===== src/rtl/shift_pkg.sv =====
// Shared definitions for the serial right-shift unit: FSM states, default
// sizing and the SRL/SRA select encoding also used by the ALU decode.
package shift_pkg;

  localparam int WIDTH_DEF   = 32;
  localparam int SHAMT_W_DEF = $clog2(WIDTH_DEF);

  typedef enum logic [1:0] {
    IDLE  = 2'd0,
    SHIFT = 2'd1,
    DONE  = 2'd2
  } state_e;

  // Funct7[5] of SRL/SRA maps straight onto this bit.
  typedef enum logic {
    SHIFT_SRL = 1'b0,
    SHIFT_SRA = 1'b1
  } shift_kind_e;

  function automatic int shamt_width(input int width);
    return $clog2(width);
  endfunction

endpackage


===== src/rtl/serial_shift_right_if.sv =====
// Request/response handshake bundle between the EX stage and the shift unit.
interface serial_shift_right_if
  import shift_pkg::*;
#(
  parameter int WIDTH   = WIDTH_DEF,
  parameter int SHAMT_W = shamt_width(WIDTH)
);

  logic               in_valid;
  logic               in_ready;
  logic [WIDTH-1:0]   in_data;
  logic [SHAMT_W-1:0] in_shamt;
  logic               in_arith;
  logic               out_valid;
  logic               out_ready;
  logic [WIDTH-1:0]   out_data;

  modport master (
    output in_valid, in_data, in_shamt, in_arith, out_ready,
    input  in_ready, out_valid, out_data
  );

  modport slave (
    input  in_valid, in_data, in_shamt, in_arith, out_ready,
    output in_ready, out_valid, out_data
  );

endinterface


===== src/rtl/shift_right_step.sv =====
// One-position right shift of a word; arith selects sign fill over zero fill.
module shift_right_step #(
  parameter int WIDTH = 32
) (
  input  logic [WIDTH-1:0] din,
  input  logic             arith,
  output logic [WIDTH-1:0] dout
);

  logic fill;

  always_comb begin
    fill = arith & din[WIDTH-1];
    dout = {fill, din[WIDTH-1:1]};
  end

endmodule


===== src/rtl/serial_shift_right.sv =====
// Multi-cycle SRL/SRA unit: shifts one bit per clock, handshakes on both sides,
// abortable by a pipeline flush.
module serial_shift_right
  import shift_pkg::*;
#(
  parameter int WIDTH   = WIDTH_DEF,
  parameter int SHAMT_W = shamt_width(WIDTH)
) (
  input  logic                 clk,
  input  logic                 rst_n,
  input  logic                 flush,
  output logic                 busy,
  serial_shift_right_if.slave  bus
);

  state_e             state_q, state_d;
  logic [WIDTH-1:0]   data_q, data_d;
  logic [SHAMT_W-1:0] cnt_q, cnt_d;
  logic               arith_q, arith_d;
  logic [WIDTH-1:0]   step_data;

  shift_right_step #(
    .WIDTH (WIDTH)
  ) u_step (
    .din   (data_q),
    .arith (arith_q == logic'(SHIFT_SRA)),
    .dout  (step_data)
  );

  always_ff @(posedge clk or negedge rst_n) begin
    if (!rst_n) begin
      state_q <= IDLE;
      data_q  <= '0;
      cnt_q   <= '0;
      arith_q <= 1'b0;
    end else begin
      state_q <= state_d;
      data_q  <= data_d;
      cnt_q   <= cnt_d;
      arith_q <= arith_d;
    end
  end

  // Flush wins over everything, including a DONE-state out_ready.
  always_comb begin
    state_d = state_q;
    if (flush) begin
      state_d = IDLE;
    end else begin
      case (state_q)
        IDLE: begin
          if (bus.in_valid) begin
            state_d = (bus.in_shamt == '0) ? DONE : SHIFT;
          end
        end
        SHIFT: begin
          if (cnt_q <= SHAMT_W'(1)) begin
            state_d = DONE;
          end
        end
        DONE: begin
          if (bus.out_ready) begin
            state_d = IDLE;
          end
        end
        default: state_d = IDLE;
      endcase
    end
  end

  // A flushed operation leaves data/count untouched; only the state resets.
  always_comb begin
    data_d  = data_q;
    cnt_d   = cnt_q;
    arith_d = arith_q;
    if (!flush) begin
      case (state_q)
        IDLE: begin
          if (bus.in_valid) begin
            data_d  = bus.in_data;
            cnt_d   = bus.in_shamt;
            arith_d = bus.in_arith;
          end
        end
        SHIFT: begin
          if (cnt_q != '0) begin
            data_d = step_data;
            cnt_d  = cnt_q - SHAMT_W'(1);
          end
        end
        default: ;
      endcase
    end
  end

  always_comb begin
    bus.in_ready  = (state_q == IDLE);
    bus.out_valid = (state_q == DONE);
    bus.out_data  = data_q;
    busy          = (state_q != IDLE);
  end

  a_done_hold: assert property (@(posedge clk) disable iff (!rst_n)
    (state_q == DONE && !bus.out_ready && !flush) |=> (state_q == DONE && $stable(data_q)));

  a_shift_cnt_nonzero: assert property (@(posedge clk) disable iff (!rst_n)
    (state_q == SHIFT) |-> (cnt_q != '0));

endmodule


===== src/flat_wrapper.sv =====
// flat-port wrapper written by rule: the top's interface ports become plain ports
module serial_shift_right_flat import shift_pkg::*;
#(
  parameter int WIDTH   = WIDTH_DEF,
  parameter int SHAMT_W = shamt_width(WIDTH)
)
  (clk, rst_n, flush, busy, bus_in_valid, bus_in_data, bus_in_shamt, bus_in_arith, bus_out_ready, bus_in_ready, bus_out_valid, bus_out_data);
  serial_shift_right_if #(.WIDTH(WIDTH), .SHAMT_W(SHAMT_W)) bus_i ();
  input  logic clk;
  input  logic rst_n;
  input  logic flush;
  output logic busy;
  input wire logic [$bits(bus_i.in_valid)-1:0] bus_in_valid;
  input wire logic [$bits(bus_i.in_data)-1:0] bus_in_data;
  input wire logic [$bits(bus_i.in_shamt)-1:0] bus_in_shamt;
  input wire logic [$bits(bus_i.in_arith)-1:0] bus_in_arith;
  input wire logic [$bits(bus_i.out_ready)-1:0] bus_out_ready;
  output wire logic [$bits(bus_i.in_ready)-1:0] bus_in_ready;
  output wire logic [$bits(bus_i.out_valid)-1:0] bus_out_valid;
  output wire logic [$bits(bus_i.out_data)-1:0] bus_out_data;
  assign bus_i.in_valid = bus_in_valid;
  assign bus_i.in_data = bus_in_data;
  assign bus_i.in_shamt = bus_in_shamt;
  assign bus_i.in_arith = bus_in_arith;
  assign bus_i.out_ready = bus_out_ready;
  assign bus_in_ready = bus_i.in_ready;
  assign bus_out_valid = bus_i.out_valid;
  assign bus_out_data = bus_i.out_data;
  serial_shift_right #(.WIDTH(WIDTH), .SHAMT_W(SHAMT_W)) u_core (.clk(clk), .rst_n(rst_n), .flush(flush), .busy(busy), .bus(bus_i));
endmodule

===== config.mk =====
export PLATFORM = sky130hd
export DESIGN_NAME = serial_shift_right_flat
export DESIGN_NICKNAME = d
export VERILOG_FILES = /design/src/rtl/shift_pkg.sv /design/src/rtl/serial_shift_right_if.sv /design/src/rtl/shift_right_step.sv /design/src/rtl/serial_shift_right.sv /design/src/flat_wrapper.sv
export SDC_FILE = /design/constraint.sdc
export NUM_CORES = 1
export LEC_CHECK = 0
export CAP_MARGIN = 20
export CELL_PAD_IN_SITES_DETAIL_PLACEMENT = 1
export CELL_PAD_IN_SITES_GLOBAL_PLACEMENT = 2
export CORE_UTILIZATION = 28
export DETAILED_ROUTE_END_ITERATION = 10
export GPL_ROUTABILITY_DRIVEN = 0
export MAX_ROUTING_LAYER = met4
export PLACE_DENSITY_LB_ADDON = 0.1
export SYNTH_ARGS = -nofsm -noshare
export SYNTH_HDL_FRONTEND = slang
export SYNTH_SLANG_ARGS = --single-unit

===== constraint.sdc =====
create_clock -name clk -period 5.1 [get_ports clk]
set_input_delay 1.02 -clock clk [delete_from_list [all_inputs] [get_ports clk]]
set_output_delay 1.02 -clock clk [all_outputs]
set_load 0.01 [all_outputs]

==> impl_metrics.ini, run 1 <==
[status]
status = complete, no violations

[place]
dpl.cell_count = 363
dp_hpwl_um = 3880
port_buffers = 77

[logic_synthesis]
ys_seq_area_share_pct = 48.4
synth_top_family_by_area = compound AO/OA/AOI/OAI gates
yosys.area.top_type = dfrtp_1
synth_cells = 203
synth_most_common_cell = o21ai_0
synth_top_area_share_pct = 48.4
syn_area_mm2 = 0.00207
synthFlopType = dfrtp_1
yosysUniqueCellTypes = 29
syn-num-nets = 248
yosys.area_share.simple_pct = 5.81
synth_xor_area_share_pct = 0
synth_common_cells = o21ai_0, dfrtp_1, mux2i_1
synthAdderAreaFrac_pct = 1.21
ys_async_sr_fraction_pct = 100
synth_warnings = 0
muxShareOfSynthArea_pct = 15.5
synth_edf_count = 0
synthTopCellsByArea = dfrtp_1, mux2i_1, o21ai_0, o21ai_1, o21ai_2
synth-compound-area-share_pct = 22.9
synth_area_per_cell_um2 = 10.2
synth-seq-cells = 40

[finish]
syn_to_final_growth_pct = 44.8
ff_latch_area_mm2 = 0.00100
layout-drive-gt1-share_pct = 8.36
multi_input_area_um2 = 952
final_nets = 319
antennaDiodeCount = 0
stdcell_count = 371
fillers = 795

[sta]
fin_tns_setup_ns = 0
drv_slew = 0
fmax_mhz = 378
tightest_slew_ns = 0.925
fin_crit_sh_pct = 51.9
slew_headroom_pct = 38.3
setup_viol = 0
hold_viol = 0
skew_ns = 0.00975
rsz0062_at_grt = no
post-route-min-period_ns = 2.64

[worst_setup_path]
cp-start-kind = input pin
cp.required_ns = 5.28
path_max_fanout = 40
cp.arrival_ns = 2.82
path_common_cell = buf_4
cp-end-kind = register
slowest_stage = clkdlybuf4s50_1
critPathKind = in -> reg
critPathMaxStageDelay_ns = 0.46
path_delay_family = buffers and inverters
path_buf_inv = 3
worstPathCellList = clkdlybuf4s50_1 -> nor2_1 -> o21ai_2 -> buf_4 -> or2_1 -> buf_4 -> a211o_1

[global_routing]
grt_pass1_vias = 1906
grt_pass1_wl_um = 9280
globalRouteOverflowTotal = 0
grt_max_degree = 41
grt_usage_pct = 16.2
antenna_found_initial = 0

[power]
leakage_nw = 1.21
ir_drop_mv = 0.197
power_density_mw_per_mm2 = 551

[clock_network]
cts_setup_buffers = 0
path_clk_slew_ns = 0.07
root_buffer = clkbuf_8
cts.sinks = 40
cts_resized = 0
hold_buffers = 0
clk_path_buf_depth = 2
cts_max_level = 2
insertion_delay_ns = 0.29
cts_tree = built
cts_buffers = 5

[detailed_routing]
ant_nets = 0
drt-initial-drc-count = 99
avgRoutedWirePerCell_um = 15.5
routed_wl_um = 5750
drcViolationCount = 0
dr.pass1.iters = 2
vias = 1840
vias_per_cell = 4.96

[floorplan]
initial_core_util_pct = 29.6
num_io_pins = 78
die-area_mm2 = 0.00773
core_mm2 = 0.00698
die_h_um = 87.9
rows = 30
die_w_um = 87.9

[worst_hold_path]
min_path_type = reg -> reg

[job]
cap_violations = 0
## final cells by class
type	instances	area share [%]
Sequential cell	40	33.4
Clock inverter	2	1.17
Inverter	5	0.627
Clock buffer	6	2.42
Tap cell	96	4.01
Timing Repair Buffer	81	26.6
Multi-Input combinational cell	141	31.8
## flip-flops by register name, summed over array words and instances, names as in the netlist
signal               cells
u_core.state_q           2
u_core.arith_q           1
u_core.cnt_q             5
u_core.bus.out_data     32
## layer usage
metal,vias to the layer above,track usage (%),wire length (µm)
met2,55,25.7,2620
met3,5,3.68,298
met4,0,4.62,41
li1,871,-,-
met5,-,-,0
met1,909,20.7,2790
## cells by family (layout without fill, tap and decap cells)
logic type,Yosys count,count (layout)
AO/OA/AOI/OAI,84,84
adder cells (fa/ha/maj),2,2
buffers and inverters,22,94
flip-flops,40,40
multiplexers,32,32
AND/OR/NAND/NOR,23,23
## through the flow
step / util, % / setup slack, ns / instance area [µm²] / hold slack [ns] / power [W]
2_1_floorplan: - / 3.13 / 2070 / 0.482 / 0.000998
3_3_place_gp: 41.4 / 2.19 / 2890 / 0.519 / 0.00140
3_5_place_dp: 41.4 / 2.16 / 2890 / 0.529 / 0.00141
4_1_cts: 42.9 / 2.47 / 3000 / 0.554 / 0.00168
5_1_grt: 42.9 / 2.33 / 3000 / 0.578 / 0.00178
6_report: 42.9 / 2.46 / 3000 / 0.541 / 0.00165
## worst reg2reg max path: cells and delay by family, from the launching register on
| kind | cells | cell delay, ns |
|---|---|---|
| buffers and inverters | 3 | 0.58 |
| DFF | 1 | 0.45 |
| and+or+nand+nor | 2 | 0.43 |
| AOI/OAI and AO/OA | 1 | 0.33 |
| adders and majority gates | 1 | 0.24 |
## power by group
part / internal [W] / total [W] / leakage (nW) / switching [W]
Combinational: 0.000430 / 0.000789 / 0.655 / 0.000359
Sequential: 0.000472 / 0.000606 / 0.498 / 0.000134
Clock: 0.000145 / 0.000256 / 0.0552 / 0.000111
Total: 0.00105 / 0.00165 / 1.21 / 0.000605
## cells in the final DEF, fill, tap and decap left out, types with 2 or more instances in the layout
cell type / netlist / final
clkdlybuf4s50_1: 0 / 76
o21ai_0: 41 / 41
dfrtp_1: 40 / 40
mux2i_1: 31 / 31
o21ai_1: 23 / 22
nor2_1: 9 / 9
o21ai_2: 8 / 9
inv_1: 5 / 5
a21oi_1: 5 / 5
clkbuf_8: 0 / 5
buf_4: 0 / 4
nor3_1: 3 / 3
and3_1: 2 / 2
a211o_1: 2 / 2
ha_1: 2 / 2
## worst paths after layout
kind,from,endpoint,slack (ns),depth (start not counted)
worst max register to register,u_core.cnt_q[0],u_core.cnt_q[0],2.98,7
min in group asynchronous,rst_n,u_core.state_q[1],0.86,1
worst min-delay path,u_core.bus.out_data[31],u_core.bus.out_data[31],0.54,1
max in group asynchronous,rst_n,u_core.bus.out_data[29],3.66,1
worst max-delay path,flush,u_core.cnt_q[0],2.46,7
worst min register to register,u_core.bus.out_data[31],u_core.bus.out_data[31],0.54,1
No activity file was read; power rests on OpenSTA's default activity.
==> inputs of run 2 (changes only) <==
--- a/config.mk
+++ b/config.mk
@@ -8,7 +8,7 @@
 export CAP_MARGIN = 20
 export CELL_PAD_IN_SITES_DETAIL_PLACEMENT = 1
 export CELL_PAD_IN_SITES_GLOBAL_PLACEMENT = 2
-export CORE_UTILIZATION = 28
+export CORE_UTILIZATION = 23
 export DETAILED_ROUTE_END_ITERATION = 10
 export GPL_ROUTABILITY_DRIVEN = 0
 export MAX_ROUTING_LAYER = met4
==> constraint.sdc (replaced) <==
create_clock -name clk -period 2.35 [get_ports clk]
set_input_delay 0.47 -clock clk [delete_from_list [all_inputs] [get_ports clk]]
set_output_delay 0.47 -clock clk [all_outputs]
set_load 0.01 [all_outputs]
==> run 2 against run 1 <==
  * Critical path depth decreased by 5
  * Flip-flop and latch count unchanged
  * Count of clock-buffer cells in the layout increased by 1
==> impl_metrics.ini, run 2 (synthesized netlist as in run 1, its figures left out) <==
[global_routing]
grt_pass1_wl_um = 10200
grt_max_degree = 41
globalRouteOverflowTotal = 0
antenna_found_initial = 0
grt_usage_pct = 13.8
grt_pass1_vias = 1957

[floorplan]
die_w_um = 96.8
initial_core_util_pct = 23.7
num_io_pins = 78
rows = 34
die_h_um = 96.8
core_mm2 = 0.00872
die-area_mm2 = 0.00938

[worst_setup_path]
path_max_fanout = 7
rr_startpoint = u_core.cnt_q[0]
critPathKind = reg -> out
path_buf_inv = 1
cp.required_ns = 1.88
worstPathCellList = nor2b_1 -> clkdlybuf4s50_1
slowest_stage = clkdlybuf4s50_1
r2r_slack_ns = 0.48
cp-end-kind = primary output
cp.arrival_ns = 1.56
rr_endpoint = u_core.bus.out_data[4]
critPathMaxStageDelay_ns = 0.55
cp-start-kind = register
rr_worst_depth = 7
path_delay_family = buffers and inverters

[detailed_routing]
vias_per_cell = 4.75
top_layer_used = met4
drcViolationCount = 0
drt-initial-drc-count = 41
ant_nets = 0
wl_met3_um = 228
wl_met1_um = 3080
vias = 1842
avgRoutedWirePerCell_um = 15.5
dr.pass1.iters = 4
wl_met2_um = 2630
routed_wl_um = 6020

[sta]
post-route-min-period_ns = 2.03
setup_ws_ns = 0.321
tightest_slew_ns = 0.452
fin_crit_sh_pct = 86.3
skew_ns = 0.00658
hold_viol = 0
rsz0062_at_grt = no
fmax_mhz = 493
fin_tns_setup_ns = 0
slew_headroom_pct = 69.9
drv_slew = 0
setup_viol = 0

[finish]
ff_latch_area_mm2 = 0.00100
layout-drive-gt1-share_pct = 10.0
final_nets = 324
antennaDiodeCount = 0
multi_input_area_um2 = 952
most-common-layout-cells = clkdlybuf4s50_1, o21ai_0, dfrtp_1
fillers = 1001
final_common_cell = clkdlybuf4s50_1
syn_to_final_growth_pct = 47.9
largest_reg_flops = 32

[clock_network]
cts_tree = built
root_buffer = clkbuf_8
cts_buffers = 5
path_clk_slew_ns = 0.08
clk_path_buf_depth = 2
hold_buffers = 0
cts_resized = 0
insertion_delay_ns = 0.30
cts.sinks = 40
cts_max_level = 2
cts_setup_buffers = 0

[place]
dp_hpwl_um = 4020
port_buffers = 77
pre_cts_ws_ns = 0.356

[power]
ir_drop_mv = 0.339
power_density_mw_per_mm2 = 1160
leakage_nw = 1.23

[job]
cap_violations = 0

[status]
status = complete, no violations

[worst_hold_path]
min_path_type = in -> async
## run 2: cell types whose count changed in the layout (fill, tap and decap cells not counted), sizes merged
cell,change
bufinv,-1
buf,+5
clkinvlp,+1
clkbuf,+1
clkinv,-1
## run 2: worst max-delay path by stage
stage,start,endpoint,slack [ns],depth (start not counted)
floorplan,u_core.cnt_q[0],u_core.cnt_q[0],0.66,7
CTS,u_core.state_q[1],bus_out_valid,0.29,2
global placement,bus_in_shamt[2],u_core.state_q[0],0.42,4
finish,u_core.state_q[1],bus_out_valid,0.32,2
detailed placement,flush,u_core.bus.out_data[1],0.36,6
global route,u_core.state_q[1],bus_out_valid,0.20,2
## run 2: final cells by class
type / instances / share of cell area [%]
Sequential cell: 40 / 32.7
Multi-Input combinational cell: 141 / 31.1
Timing Repair Buffer: 86 / 28.1
Tap cell: 108 / 4.42
Clock buffer: 7 / 2.82
Inverter: 5 / 0.613
Clock inverter: 1 / 0.245
## run 2: metal layers
layer	vias up	global-route usage [%]
li1	885	-
met1	900	19.2
met2	49	20.0
met3	8	3.11
met4	0	3.79
met5	-	-
## run 2: report_power, final
| group | switching (W) | internal, W | leakage [nW] |
|---|---|---|---|
| Clock | 0.000260 | 0.000239 | 0.0445 |
| Combinational | 0.000789 | 0.000964 | 0.688 |
| Sequential | 0.000284 | 0.00102 | 0.498 |
| Total | 0.00133 | 0.00223 | 1.23 |
## run 2: per-stage QoR
| step | hold slack [ns] | instances | utilization, % | area (µm²) | total power [W] |
|---|---|---|---|---|---|
| after floorplan | 0.174 | 203 | - | 2070 | 0.00217 |
| after global placement | 0.468 | 380 | 34.0 | 2970 | 0.00309 |
| after detailed placement | 0.467 | 380 | 34.0 | 2970 | 0.00310 |
| after CTS | 0.140 | 388 | 35.1 | 3060 | 0.00362 |
| after global routing | 0.152 | 388 | 35.1 | 3060 | 0.00385 |
| final | 0.132 | 388 | 35.1 | 3060 | 0.00356 |
==> inputs of run 3 (changes only) <==
--- a/config.mk
+++ b/config.mk
@@ -5,10 +5,11 @@
 export SDC_FILE = /design/constraint.sdc
 export NUM_CORES = 1
 export LEC_CHECK = 0
+export ABC_AREA = 1
 export CAP_MARGIN = 20
 export CELL_PAD_IN_SITES_DETAIL_PLACEMENT = 1
 export CELL_PAD_IN_SITES_GLOBAL_PLACEMENT = 2
-export CORE_UTILIZATION = 23
+export CORE_UTILIZATION = 21
 export DETAILED_ROUTE_END_ITERATION = 10
 export GPL_ROUTABILITY_DRIVEN = 0
 export MAX_ROUTING_LAYER = met4
==> run 3 against run 2 <==
  * Clock power fell by 11%
  * Sequential share of layout area fell by 0.75 points
  * Die area grew 12%
  * Critical path type unchanged
  * Largest power group unchanged
==> impl_metrics.ini, run 3 <==
[logic_synthesis]
synth_warnings = 0
synth_most_common_cell = nand2_1
synthAdderAreaFrac_pct = 1.18
synthTopCellsByArea = dfrtp_1, nand2_1, o21ai_0, inv_1, o21ai_1
synth_xor_area_share_pct = 0
syn_area_mm2 = 0.00211
syn-num-nets = 338
ys_async_sr_fraction_pct = 100
muxShareOfSynthArea_pct = 0
synth-seq-cells = 40
synth_top_family_by_area = simple AND/OR/NAND/NOR gates
synth_edf_count = 0
synthFlopType = dfrtp_1
synth-compound-area-share_pct = 17.1
yosys.area_share.simple_pct = 22.3
synth_cells = 293
synth_top_area_share_pct = 47.3
yosysUniqueCellTypes = 20
ys_seq_area_share_pct = 47.3
yosys.area.top_type = dfrtp_1
synth_area_per_cell_um2 = 7.22
synth_common_cells = nand2_1, o21ai_0, inv_1

[sta]
setup_ws_ns = 0.369
post-route-min-period_ns = 1.98
slew_headroom_pct = 70.5
hold_viol = 0
tightest_slew_ns = 0.442
fmax_mhz = 505
skew_ns = 0.00603
fin_crit_sh_pct = 84.3
fin_tns_setup_ns = 0
rsz0062_at_grt = no
setup_viol = 0
drv_slew = 0

[worst_setup_path]
cp-end-kind = primary output
cp.required_ns = 1.88
cp.arrival_ns = 1.51
cp-start-kind = register
critPathKind = reg -> out
path_max_fanout = 4
rr_worst_depth = 8

[clock_network]
clk_path_buf_depth = 2
cts_tree = built
path_clk_slew_ns = 0.08
cts.sinks = 40
cts_max_level = 2
cts_resized = 0
insertion_delay_ns = 0.29
cts_buffers = 5
root_buffer = clkbuf_8
hold_buffers = 0
cts_setup_buffers = 0

[detailed_routing]
drcViolationCount = 0
dr.pass1.iters = 4
avgRoutedWirePerCell_um = 12.3
ant_nets = 0
vias_per_cell = 4.14
routed_wl_um = 6170
drt-initial-drc-count = 46
vias = 2080

[place]
pre_cts_ws_ns = 0.286
port_buffers = 77
dp_hpwl_um = 4610

[power]
switching_power_w = 0.00144
power.internal_w = 0.00211
seqPwrFrac_pct = 33.7
leakage_nw = 1.46
p_clk_share_pct = 12.5
power_frac_comb_pct = 53.8
ir_drop_mv = 0.277
total_power_w = 0.00355
power_density_mw_per_mm2 = 1130
switching_share_pct = 40.6

[floorplan]
core_mm2 = 0.00977
num_io_pins = 78
die_w_um = 102
rows = 36
initial_core_util_pct = 21.6
die-area_mm2 = 0.0105
die_h_um = 102

[status]
status = complete, no violations

[job]
cap_violations = 0

[global_routing]
grt_max_degree = 32
grt_usage_pct = 13.0
globalRouteOverflowTotal = 0
antenna_found_initial = 0
grt_pass1_wl_um = 10200
grt_pass1_vias = 2120

[finish]
final_common_cell = nand2_1
syn_to_final_growth_pct = 48.0
fillers = 1206
antennaDiodeCount = 0
final_nets = 414
most-common-layout-cells = nand2_1, clkdlybuf4s50_1, o21ai_0
largest_reg_flops = 32
layout-drive-gt1-share_pct = 4.88

[worst_hold_path]
min_path_type = in -> async
[run 3: worst paths after layout]
path,start,to,slack (ns)
max,u_core.state_q[0],bus_out_valid,0.37
min,rst_n,u_core.bus.out_data[24],0.04
max in group asynchronous,rst_n,u_core.bus.out_data[8],1.59
max reg2reg,u_core.cnt_q[0],u_core.bus.out_data[19],0.63
min in group clk,u_core.bus.out_data[0],u_core.bus.out_data[0],0.49
min reg2reg,u_core.bus.out_data[0],u_core.bus.out_data[0],0.49
[run 3: cell type report]
cell class / instances / area (µm²) / area share, %
clock inverters: 1 / 5.00 / 0.160
well taps: 133 / 166 / 5.32
multi-input cells: 192 / 861 / 27.5
clock buffers: 6 / 72.6 / 2.32
flip-flops and latches: 40 / 1000 / 32.0
inverters: 47 / 176 / 5.64
repair buffers: 83 / 848 / 27.1
[run 3: power by group through the flow]
stage	registers, W	logic (W)	clock network [W]
finish	0.00120	0.00191	0.000445
global placement	0.00121	0.00193	0
detailed placement	0.00121	0.00195	0
global route	0.00124	0.00218	0.000498
floorplan	0.00130	0.000894	0
CTS	0.00120	0.00196	0.000472
[run 3: logic make-up after synthesis]
kind of cell | after synthesis
AO/OA/AOI/OAI | 71
adder cells (fa/ha/maj) | 2
buffers and inverters | 61
flip-flops | 40
AND/OR/NAND/NOR | 119
[run 3: worst max-delay path, stage by stage, from the launching register on]
cell and delay (ns):
dfrtp_1 0.42, inv_1 0.13, nand2_1 0.08, inv_1 0.07, clkdlybuf4s50_1 0.53
[run 3: metal layers]
metal	vias to the layer above	routed length, µm	GRT usage, %
met5	-	0	-
met4	0	36	3.63
met3	4	302	2.80
met2	47	2820	20.4
met1	966	3010	16.9
li1	1063	-	-
[run 3: per-stage QoR]
step	utilization [%]	instance area, µm²	std cells	hold WS (ns)
2_1_floorplan	-	2110	293	0.174
3_5_place_dp	31.2	3050	495	0.356
5_1_grt	32.0	3130	502	0.0353
3_3_place_gp	31.2	3050	495	0.351
6_report	32.0	3130	502	0.0403
4_1_cts	32.0	3130	502	0.0329
